## config.mk

```make
export PLATFORM = sky130hd
export DESIGN_NAME = lane_car_gen
export DESIGN_NICKNAME = d
export VERILOG_FILES = /design/src/rtl/lane_car_gen.sv
export SDC_FILE = /design/constraint.sdc
export NUM_CORES = 1
export LEC_CHECK = 0
export CAP_MARGIN = 20
export CORE_MARGIN = 1.5
export CORE_UTILIZATION = 40
export CTS_CLUSTER_DIAMETER = 60
export DETAILED_ROUTE_END_ITERATION = 10
export PLACE_DENSITY = 0.66
export SLEW_MARGIN = 40
export SYNTH_ARGS = -nofsm -noshare
export SYNTH_HDL_FRONTEND = slang
export SYNTH_SLANG_ARGS = --single-unit
```

## constraint.sdc

```tcl
create_clock -name clk -period 4.5 [get_ports clk]
set_input_delay 0.45 -clock clk [delete_from_list [all_inputs] [get_ports clk]]
set_output_delay 0.45 -clock clk [all_outputs]
set_load 0.03 [all_outputs]
```

## src/rtl/lane_car_gen.sv

```systemverilog
// Per-pixel car generator for horizontally scrolling traffic lanes plus per-frame player collision flag.
// Optional define HIT_COUNT_EN adds a saturating count of frames that contained a collision.
module lane_car_gen #(
    parameter int NUM_LANES       = 4,
    parameter int LANE_Y0         = 96,
    parameter int LANE_H          = 48,
    parameter int CAR_INSET       = 8,
    parameter int CAR_W           = 48,
    parameter int CAR_PERIOD_LOG2 = 7,
    parameter int LANE_PHASE      = 40,
    parameter int PLAYER_SZ       = 32
) (
    input  logic       clk,
    input  logic       reset,
    input  logic [9:0] scroll_x,
    input  logic [9:0] pix_x,
    input  logic [9:0] pix_y,
    input  logic       video_active,
    input  logic       frame_start,
    input  logic [9:0] player_x,
    input  logic [9:0] player_y,
    output logic       car_on,
    output logic [1:0] lane_idx,
    output logic       hit,
    output logic [7:0] hit_count
);

    typedef enum logic {WAIT_FRAME, SCAN} state_t;

    state_t state;
    logic   acc;
    logic [9:0] scroll_q;

    logic [9:0]  rel, roff;
    logic [1:0]  lane_c;
    logic        in_lane_c, row_ok_c, ply_c;
    logic [10:0] phase, sum;

    logic                       va_d1, in_lane_d1, row_ok_d1, ply_d1, ply_d2;
    logic [1:0]                 lane_d1;
    logic [CAR_PERIOD_LOG2-1:0] eff_d1;
    logic                       car_c, acc_next;

    // NOTE: every variable gets a default at the top of always_comb so no latch is inferred.
    always_comb begin
        rel       = pix_y - 10'(LANE_Y0);
        in_lane_c = (pix_y >= 10'(LANE_Y0)) && (rel < 10'(NUM_LANES * LANE_H));
        lane_c    = '0;
        roff      = rel;
        for (int i = 1; i < NUM_LANES; i++) begin
            if (rel >= 10'(i * LANE_H)) begin
                lane_c = 2'(i);
                roff   = rel - 10'(i * LANE_H);
            end
        end
        row_ok_c = (roff >= 10'(CAR_INSET)) && (roff <= 10'(CAR_INSET + 31));

        // Even lanes scroll right, odd lanes left; sum stays below 3*640 so two folds suffice.
        phase = 11'(lane_c) * 11'(LANE_PHASE);
        if (!lane_c[0])
            sum = {1'b0, pix_x} + 11'd640 - {1'b0, scroll_q} + phase;
        else
            sum = {1'b0, pix_x} + {1'b0, scroll_q} + phase;
        if (sum >= 11'd640) sum = sum - 11'd640;
        if (sum >= 11'd640) sum = sum - 11'd640;

        ply_c = ({1'b0, pix_x} >= {1'b0, player_x}) &&
                ({1'b0, pix_x} <  {1'b0, player_x} + 11'(PLAYER_SZ)) &&
                ({1'b0, pix_y} >= {1'b0, player_y}) &&
                ({1'b0, pix_y} <  {1'b0, player_y} + 11'(PLAYER_SZ));
    end

    assign car_c    = va_d1 & in_lane_d1 & row_ok_d1 &
                      (eff_d1 < CAR_PERIOD_LOG2'(CAR_W));
    assign acc_next = acc | (car_on & ply_d2);

    always_ff @(posedge clk) begin
        if (reset) begin
            scroll_q   <= '0;
            va_d1      <= 1'b0;
            in_lane_d1 <= 1'b0;
            row_ok_d1  <= 1'b0;
            lane_d1    <= '0;
            eff_d1     <= '0;
            ply_d1     <= 1'b0;
            ply_d2     <= 1'b0;
            car_on     <= 1'b0;
            lane_idx   <= '0;
        end else begin
            if (frame_start) scroll_q <= scroll_x;
            va_d1      <= video_active;
            in_lane_d1 <= in_lane_c;
            row_ok_d1  <= row_ok_c;
            lane_d1    <= lane_c;
            eff_d1     <= sum[CAR_PERIOD_LOG2-1:0];
            ply_d1     <= ply_c;
            ply_d2     <= ply_d1;
            car_on     <= car_c;
            lane_idx   <= car_c ? lane_d1 : 2'd0;
        end
    end

    // Collision accumulator; an overlap in the frame_start cycle still belongs to the closing frame.
    always_ff @(posedge clk) begin
        if (reset) begin
            state <= WAIT_FRAME;
            acc   <= 1'b0;
            hit   <= 1'b0;
        end else begin
            case (state)
                WAIT_FRAME: begin
                    acc <= 1'b0;
                    if (frame_start) state <= SCAN;
                end
                SCAN: begin
                    if (frame_start) begin
                        hit <= acc_next;
                        acc <= 1'b0;
                    end else begin
                        acc <= acc_next;
                    end
                end
                default: state <= WAIT_FRAME;
            endcase
        end
    end

`ifdef HIT_COUNT_EN
    always_ff @(posedge clk) begin
        if (reset)
            hit_count <= '0;
        else if (state == SCAN && frame_start && acc_next && hit_count != 8'hFF)
            hit_count <= hit_count + 8'd1;
    end
`else
    assign hit_count = '0;
`endif

endmodule

```

==> impl_metrics.tcl <==
set metrics [dict create \
    status "finished clean" \
    grt_pass1_wl_mm 10.3 \
    finalClockSkew_ns 0.00420 \
    synth_edf_count 0 \
    multi_input_area_um2 2120 \
    initial_core_util_pct 41.5 \
    synth_compound_area_share_pct 20.0 \
    cts_setup_buffers 0 \
    gp_congestion 0.872 \
    syn-instance-count 336 \
    worstRegToRegCells 11 \
    netlist.area_leader.share_pct 23.9 \
    cts.path.max_buffers 2 \
    die_h_um 87.0 \
    synth_mux_area_share_pct 4.08 \
    hold_violations 0 \
    power.density_nw_per_um2 194 \
    vias_per_cell 4.98 \
    htreeDepth 1 \
    rows 30 \
    setup_violations 0 \
    r2r-start "scroll_q[3]" \
    yosys.area_share.simple_pct 16.6 \
    fin_crit_ns 4.23 \
    r2r-end "eff_d1[6]" \
    ant_nets 0 \
    p_leak_nw 1.66 \
    ys.flop_type "dfxtp_1" \
    synth.top_cells.by_area "ha_1, dfxtp_1, inv_1, fa_1, mux2i_1" \
    crit_path_start_kind "primary input" \
    hp-class "reg2reg" \
    tritoncts "done" \
    async_reset_ff_share_pct 0 \
    fin_area_um2 3580 \
    critPathCapture "eff_d1[6]" \
    seqPwrFrac_pct 32.2 \
    drc 0 \
    first_global_vias 2362 \
    drt_first_iter_violations 56 \
    synth_top_family_by_area "adder cells" \
    ys_ff_latch 23 \
    netlist_area_um2 2820 \
    power_frac_clock_pct 17.4 \
    synthAdderAreaFrac_pct 28.2 \
    synth.avg_cell_area_um2 8.40 \
    power_switching_w 0.000237 \
    synth.most_common_cell "ha_1" \
    critPathKind "in2reg" \
    synth_top_cell_by_area "ha_1" \
    yosys_warnings 0 \
    cpPeakStageDelay_ns 0.52 \
    rrSetupSlack_ns 1.80 \
    dp.cells 495 \
    rsz0062_at_grt "false" \
    sequential_cell_area_um2 460 \
    final_cells 499 \
    syn2layout_area_growth_pct 27.0 \
    crit_path_frequent_cell "ha_1" \
    antenna_found_initial 0 \
    dp_hpwl_mm 5.17 \
    fmax_mhz 236 \
    clk_pin_slew_ns 0.07 \
    die_w_um 87.0 \
    maxCapViolations 0 \
    synthTopCellsByCount "ha_1, inv_1, nor2_1" \
    cts_hold_buf 0 \
    cts_resized 0 \
    grt_max_degree 23 \
    critPathSlowestCell "fa_1" \
    cts_buffers 3 \
    whs_ns 0.431 \
    diodes 0 \
    cp_cell_sequence "clkdlybuf4s50_1, buf_4, inv_1, ha_1, a211oi_1, o22ai_2, a31o_1, buf_4, fa_1, inv_1, ha_1, ha_1, o21ai_0, o21bai_1, xnor2_1, o22ai_2, mux2_4" \
    routed_wl_mm 6.07 \
    placed_area_um2 3540 \
    drive_above_1_share_pct 8.19 \
    dp_slack_ns -0.0141 \
    p_int_w 0.000458 \
    swShare_pct 34.1 \
    core_area_um2 6790 \
    globalRouteOverflowTotal 0 \
    path_max_fanout 10 \
    ys_types 56 \
    routedWlPerCell_um 12.2 \
    startpoint "pix_y[5]" \
    seq_area_frac_synth_pct 16.3 \
    clk_latency_ns 0.26 \
    setup_ws_ns 0.269 \
    final_nets 518 \
    slew_viol_final 0 \
    num_io_pins 66 \
    portBuffers 54 \
    worstMarginPinSlew_ns 0.621 \
    pwr-share-comb_pct 50.3 \
    fin_crit_sh_pct 94.0 \
    first_pass_iters 4 \
    end_kind "flop" \
    dieArea_um2 7570 \
    crit_arrival_ns 4.38 \
    grt_use_total_pct 16.5 \
    dr_total_vias 2483 \
    synth_xor_area_share_pct 5.23 \
    slew_headroom_pct 58.0 \
    nFillCells 643 \
    vdd_ir_drop_max_uv 102 \
    clockRootBuffer "clkbuf_8" \
    cts_sinks 23 \
    required_ns 4.65 \
]
==> registers in the layout, indices dropped and copies added, names as in the netlist, 2 cells and up <==
register	count
eff_d1	3
lane_d1	2
lane_idx	2
scroll_q	7
==> final cells by class <==
| cell class | instances | area share, % |
|---|---|---|
| clock buffer | 4 | 1.26 |
| inverter | 42 | 4.40 |
| timing repair buffer | 73 | 18.9 |
| sequential | 23 | 12.8 |
| multi-input combinational | 261 | 59.2 |
| tap | 96 | 3.35 |
==> how the worst min path moves through the flow <==
stage               startpoint          end  slack, ns  depth (start not counted)
finish              lane_d1[0]  lane_idx[0]       0.43                          1
global route        lane_d1[1]  lane_idx[1]       0.44                          1
CTS                 lane_d1[1]  lane_idx[1]       0.43                          1
detailed placement  lane_d1[1]  lane_idx[1]       0.42                          1
global placement    lane_d1[1]  lane_idx[1]       0.41                          1
floorplan           lane_d1[0]  lane_idx[0]       0.41                          1
==> cells in the final DEF (no fill, tap or decap), types with 3 or more instances in the layout <==
master / instances
nand3_1: 10
inv_1: 42
a211oi_1: 5
clkdlybuf4s50_1: 53
or3_1: 3
o32ai_1: 3
ha_1: 54
xor2_1: 4
o21ai_0: 11
nor2b_1: 9
or2_2: 3
buf_4: 19
fa_1: 6
o21a_1: 8
a21o_1: 3
mux2i_1: 10
nand2_1: 10
xnor2_1: 11
and3_1: 3
nand2b_1: 7
nor4_1: 3
o21bai_1: 3
a211o_1: 4
a21oi_1: 19
dfxtp_1: 23
nor3_1: 5
clkbuf_8: 3
nor2_1: 26
conb_1: 8
==> through the flow <==
stage	TNS (ns)	power, W	util, %
after floorplan	0	0.000463	-
after global placement	0	0.000569	52.2
after detailed placement	-0.0141	0.000579	52.2
after CTS	0	0.000701	52.8
after global routing	0	0.000753	52.8
final	0	0.000695	52.8
==> kinds of logic (layout without fill, tap and decap cells) <==
kind of cell,count (synthesis),in the layout
AOI/OAI and AO/OA,77,77
xor gates and xnor gates,16,16
adders and majority gates,60,60
buffers and inverters,59,119
DFF,23,23
muxes,11,11
other,1,8
and+or+nand+nor,89,89
==> layer usage <==
metal | vias to the layer above | track usage [%] | part of all wire, %
met2 | 39 | 27.8 | 46
met5 | - | 0 | 0
met1 | 1138 | 22.8 | 51
li1 | 1299 | - | -
met3 | 7 | 0.853 | 2.1
met4 | 0 | 4.84 | 1.3
==> power groups by stage <==
stage | combinational (W) | clock, W | sequential (W)
floorplan | 0.000236 | 0 | 0.000228
global placement | 0.000340 | 0 | 0.000229
detailed placement | 0.000350 | 0 | 0.000229
CTS | 0.000352 | 0.000125 | 0.000224
global route | 0.000392 | 0.000134 | 0.000226
finish | 0.000350 | 0.000121 | 0.000224
==> worst max-delay path: cells and delay by family <==
| kind | cells | cell delay, ns |
|---|---|---|
| mux | 1 | 0.32 |
| compound gates | 6 | 1.15 |
| buf+inv | 5 | 0.94 |
| fa+ha+maj | 4 | 1.42 |
| xor+xnor | 1 | 0.11 |
Note: power is estimated with default switching activity, not from simulation.
